==> src/rtl/sisc_pkg.sv <==
// Shared SISC definitions: opcodes, addressing modes, instruction field
// positions and the instruction-fetch FSM state encoding.
package sisc_pkg;

  localparam logic [3:0] NOOP   = 4'h0;
  localparam logic [3:0] LOD    = 4'h1;
  localparam logic [3:0] STR    = 4'h2;
  localparam logic [3:0] SWP    = 4'h3;
  localparam logic [3:0] BRA    = 4'h4;
  localparam logic [3:0] BRR    = 4'h5;
  localparam logic [3:0] BNE    = 4'h6;
  localparam logic [3:0] BNR    = 4'h7;
  localparam logic [3:0] ALU_OP = 4'h8;
  localparam logic [3:0] HLT    = 4'hF;

  localparam logic [3:0] am_imm = 4'h8;

  // Field map of the 32-bit SISC instruction word.
  localparam int OPC_MSB = 31;
  localparam int OPC_LSB = 28;
  localparam int MM_MSB  = 27;
  localparam int MM_LSB  = 24;
  localparam int RD_MSB  = 23;
  localparam int RD_LSB  = 20;
  localparam int RS_MSB  = 19;
  localparam int RS_LSB  = 16;
  localparam int RT_MSB  = 15;
  localparam int RT_LSB  = 12;
  localparam int IMM_MSB = 15;
  localparam int IMM_LSB = 0;

  typedef enum logic [1:0] {
    IDLE = 2'd0,
    REQ  = 2'd1,
    DONE = 2'd2
  } ifetch_state_e;

endpackage

==> src/rtl/ifetch.sv <==
// SISC instruction fetch: PC and IR registers with a three-state fetch FSM
// that issues one memory read per fetch_start and tolerates wait states.
module ifetch
  import sisc_pkg::*;
#(
  parameter int ADDR_W  = 16,
  parameter int INSTR_W = 32
) (
  input  logic               clk,
  input  logic               rst_f,
  input  logic               fetch_start,
  input  logic               pc_write,
  input  logic               br_rel,
  output logic               imem_req,
  output logic [ADDR_W-1:0]  imem_addr,
  input  logic               imem_ack,
  input  logic [INSTR_W-1:0] imem_rdata,
  output logic [ADDR_W-1:0]  pc,
  output logic [INSTR_W-1:0] ir,
  output logic [3:0]         opcode,
  output logic [3:0]         mm,
  output logic [3:0]         rd,
  output logic [3:0]         rs,
  output logic [3:0]         rt,
  output logic [15:0]        imm,
  output logic               ir_valid,
  output logic               busy
);

  ifetch_state_e      state_q, state_d;
  logic [ADDR_W-1:0]  pc_q, pc_d;
  logic [INSTR_W-1:0] ir_q, ir_d;
  logic [ADDR_W-1:0]  br_target;

  // Relative branches sign-extend the immediate so 0xFFFE steps back by two.
  always_comb begin
    if (br_rel) begin
      br_target = pc_q + ADDR_W'($signed(ir_q[IMM_MSB:IMM_LSB]));
    end else begin
      br_target = ADDR_W'(ir_q[IMM_MSB:IMM_LSB]);
    end
  end

  always_ff @(posedge clk or negedge rst_f) begin
    if (!rst_f) begin
      state_q <= IDLE;
      pc_q    <= '0;
      ir_q    <= '0;
    end else begin
      state_q <= state_d;
      pc_q    <= pc_d;
      ir_q    <= ir_d;
    end
  end

  always_comb begin
    state_d = state_q;
    pc_d    = pc_q;
    ir_d    = ir_q;
    unique case (state_q)
      IDLE: begin
        if (pc_write) pc_d = br_target;
        if (fetch_start) state_d = REQ;
      end
      // PC is frozen here so the outstanding address cannot move.
      REQ: begin
        if (imem_ack) begin
          ir_d    = imem_rdata;
          pc_d    = pc_q + ADDR_W'(1);
          state_d = DONE;
        end
      end
      DONE: begin
        if (pc_write) pc_d = br_target;
        state_d = IDLE;
      end
      default: state_d = IDLE;
    endcase
  end

  assign imem_req  = (state_q == REQ);
  assign busy      = (state_q == REQ);
  assign ir_valid  = (state_q == DONE);
  assign imem_addr = pc_q;
  assign pc        = pc_q;
  assign ir        = ir_q;

  assign opcode = ir_q[OPC_MSB:OPC_LSB];
  assign mm     = ir_q[MM_MSB:MM_LSB];
  assign rd     = ir_q[RD_MSB:RD_LSB];
  assign rs     = ir_q[RS_MSB:RS_LSB];
  assign rt     = ir_q[RT_MSB:RT_LSB];
  assign imm    = ir_q[IMM_MSB:IMM_LSB];

endmodule

==> config.mk <==
export PLATFORM = sky130hd
export DESIGN_NAME = ifetch
export DESIGN_NICKNAME = d
export VERILOG_FILES = /design/src/rtl/sisc_pkg.sv /design/src/rtl/ifetch.sv
export SDC_FILE = /design/constraint.sdc
export NUM_CORES = 1
export LEC_CHECK = 0
export ABC_CLOCK_PERIOD_IN_PS = 2400
export BUFFER_PORTS_ARGS = -buffer_cell sky130_fd_sc_hd__buf_2
export CORE_UTILIZATION = 46
export CTS_BUF_LIST = sky130_fd_sc_hd__clkbuf_4 sky130_fd_sc_hd__clkbuf_8
export CTS_CLUSTER_DIAMETER = 80
export DETAILED_ROUTE_END_ITERATION = 8
export PLACE_DENSITY = 0.79
export SYNTH_ARGS = -nofsm -noshare
export SYNTH_HDL_FRONTEND = slang
export SYNTH_SLANG_ARGS = --single-unit
==> constraint.sdc <==
create_clock -name clk -period 2.4 [get_ports clk]
set_input_delay 0.36 -clock clk [delete_from_list [all_inputs] [get_ports clk]]
set_output_delay 0.36 -clock clk [all_outputs]
set_load 0.05 [all_outputs]
==> flow_summary_export.csv <==
group,metric,value,unit
synth,syn_area,3660,sq um
critical_path,crit_slowest_cell,"dfrtp_2",
critical_path,worstPathCellList,"ha_2, fa_2, a21oi_2, o21ai_1, o211a_1, o311a_1, o211ai_1, a21oi_1",
critical_path,arrival,2470,ps
timing,period_share,0.941,
placed_design,gp_congestion,1.01,
cts,htree_levels,2,
timing,max_slew.worst_pin.slew,738,ps
grt,grt_antenna_before_repair,0,
cts,clock_path_buffers,2,
grt,grt_pass1_wl,15.4,mm
timing,worst_hold_slack,89.5,ps
synth,synth_most_common_cell,"nand2_1",
synth,async_reset_ff_frac,1.00,
die,design.core.area,7730,sq um
critical_path,cp_num_buf_inv,0,
timing,final-setup-viol-count,0,
hold_path,hold_class,"primary input to asynchronous set/reset pin",
timing,rsz0062_at_grt,"false",
critical_path,end_kind,"flop",
drt,avgRoutedWirePerCell,14.5,um
cts,numCtsBuffers,5,
synth,yosys.cell_types.count,59,
critical_path,max_stage_delay,440,ps
cts,numClockSinks,50,
timing,setup_tns,0,ps
timing,min_period,2260,ps
die,rows,32,
die,die_w,91.2,um
critical_path,cp_top_family,"compound AO/OA/AOI/OAI gates",
critical_path,worstSetupStartpointType,"flop",
synth,avgSynthCellArea,8.25,sq um
die,die_area,8320,sq um
critical_path,path_class,"flop to flop",
synth,synthCells,444,
cts,path_clk_slew,100,ps
critical_path,crit_fanout,5,
timing,clock_skew,7.01,ps
synth,yosysWarnings,0,
synth,yosys-top-cells-count,"nand2_1 (115), buf_4 (53), dfrtp_1 (50), a21oi_1 (29), o21ai_0 (26)",
cts,cts_tree,"done",
drt,drt_iter0_markers,176,
synth,synth_ff_type,"dfrtp_1",
grt,grt_pass1_vias,3170,
die,initial_core_util,0.474,
drt,dr.pass1.iters,5,
timing,final_max_slew_viol_count,0,
finish,drive_gt1_frac,0.369,
drt,drcViolationCount,0,
critical_path,crit_required,2610,ps
synth,synth-seq-area-share,0.342,
grt,track_usage,0.230,
cts,insertion_delay,320,ps
finish,fin_nets,601,
cts,clockRootBuffer,"clkbuf_8",
die,io_pins,141,
synth,synth_area_leaders,"dfrtp_1 (34%), nand2_1 (12%), buf_4 (11%)",
finish,diodes,0,
synth,ys_ff_latch,50,
grt,overflow,0,
die,die_h,91.2,um
timing,slew_headroom,0.508,
timing,max_clock_freq,443,MHz
synth,yosys.area.top_type,"dfrtp_1",
placed_design,hpwlAfterDp,6.88,mm
synth,syn-num-nets,499,
drt,vias,3506,
timing,hold_violations,0,
drt,routed_wl,9.40,mm
drt,viasPerCell,5.40,
cts,cts_setup_buffers,0,
grt,grt_max_degree,36,
placed_design,portBuffers,140,
drt,final_antenna_net_count,0,
synth,synth-edff-count,0,
run,drv_cap,0,
synth,synth_top_area_share,0.342,
finish,area_delta_synth_final,16.9,%
status,status,"complete, no violations",
-- layout make-up --
cell class | instances | area, sq um
Timing Repair Buffer | 165 | 888
Clock buffer | 5 | 68.8
Sequential cell | 50 | 1260
Tap cell | 102 | 128
Multi-Input combinational cell | 318 | 1890
Clock inverter | 3 | 18.8
Inverter | 6 | 22.5
Fill cell | 730 | 3450
-- placed cells by master, fill, tap and decap left out, types with 4 or more instances in the layout --
cell type	n
a211oi_1	5
a21o_1	9
a21oi_1	28
buf_2	140
buf_4	25
clkbuf_8	5
dfrtp_1	42
dfrtp_2	8
ha_1	15
inv_1	5
mux2_2	4
mux2i_1	4
nand2_1	115
nand2b_1	4
nand3_1	10
nor2_1	13
nor2b_1	8
nor4_1	4
o21ai_0	25
or3_1	5
xnor2_1	8
-- worst register-to-register path: stages, from the launching register on --
cell	delay [ps]
dfrtp_2	440
ha_2	190
fa_2	370
a21oi_2	160
o21ai_1	110
o211a_1	270
o311a_1	340
o211ai_1	170
a21oi_1	90
-- sequential cells by signal (all words and copies together), names as in the netlist --
name / flops
state_q: 2
imem_addr: 16
ir: 32
-- metrics by stage --
stage               area, sq um  setup WS, ps  std cells   util
finish                     4280           142        649  0.554
global route               4280          11.7        649  0.554
CTS                        4270          9.82        649  0.552
detailed placement         4180          25.1        641  0.541
global placement           4180          67.4        641  0.541
floorplan                  3670          5.63        444      -
-- kinds of logic after synthesis --
kind of cell | share of synthesized area
AND/OR/NAND/NOR | 0.231
AO/OA/AOI/OAI | 0.173
buffers and inverters | 0.145
flip-flops | 0.342
adder cells (fa/ha/maj) | 0.0601
XOR/XNOR | 0.0263
multiplexers | 0.0232
-- per-layer routing --
metal | GRT usage | up-vias | routed length (um) | share of wire
li1 | - | 1687 | - | -
met1 | 0.304 | 1646 | 4210 | 0.45
met2 | 0.389 | 160 | 4470 | 0.47
met3 | 0.0360 | 13 | 613 | 0.065
met4 | 0.0648 | 0 | 112 | 0.012
met5 | 0 | - | 0 | 0
-- what timing repair did --
action                                 in CTS  in global routing
setup endpoints to repair                   1                  3
gates resized for setup                     0                  4
hold buffers                                0                  0
pin swaps                                   1                  0
endpoints found under the hold margin       0                  0
-- final timing paths --
check	cells past startpoint	slack [ps]	from	endpoint
max	8	140	ir[0]$_DFFE_PN0P_	imem_addr[14]$_DFFE_PN0P_
min	1	90	rst_f	imem_addr[1]$_DFFE_PN0P_
max reg2reg	8	140	ir[0]$_DFFE_PN0P_	imem_addr[14]$_DFFE_PN0P_
min reg2reg	1	470	state_q[1]$_DFFE_PN0P_	state_q[0]$_DFFE_PN0P_
max in group asynchronous	2	1620	rst_f	ir[15]$_DFFE_PN0P_
min in group clk	3	230	imem_rdata[2]	ir[2]$_DFFE_PN0P_
Power is not shown: default switching activity piles up to over one toggle a cycle in this logic, so the estimate is an artifact.
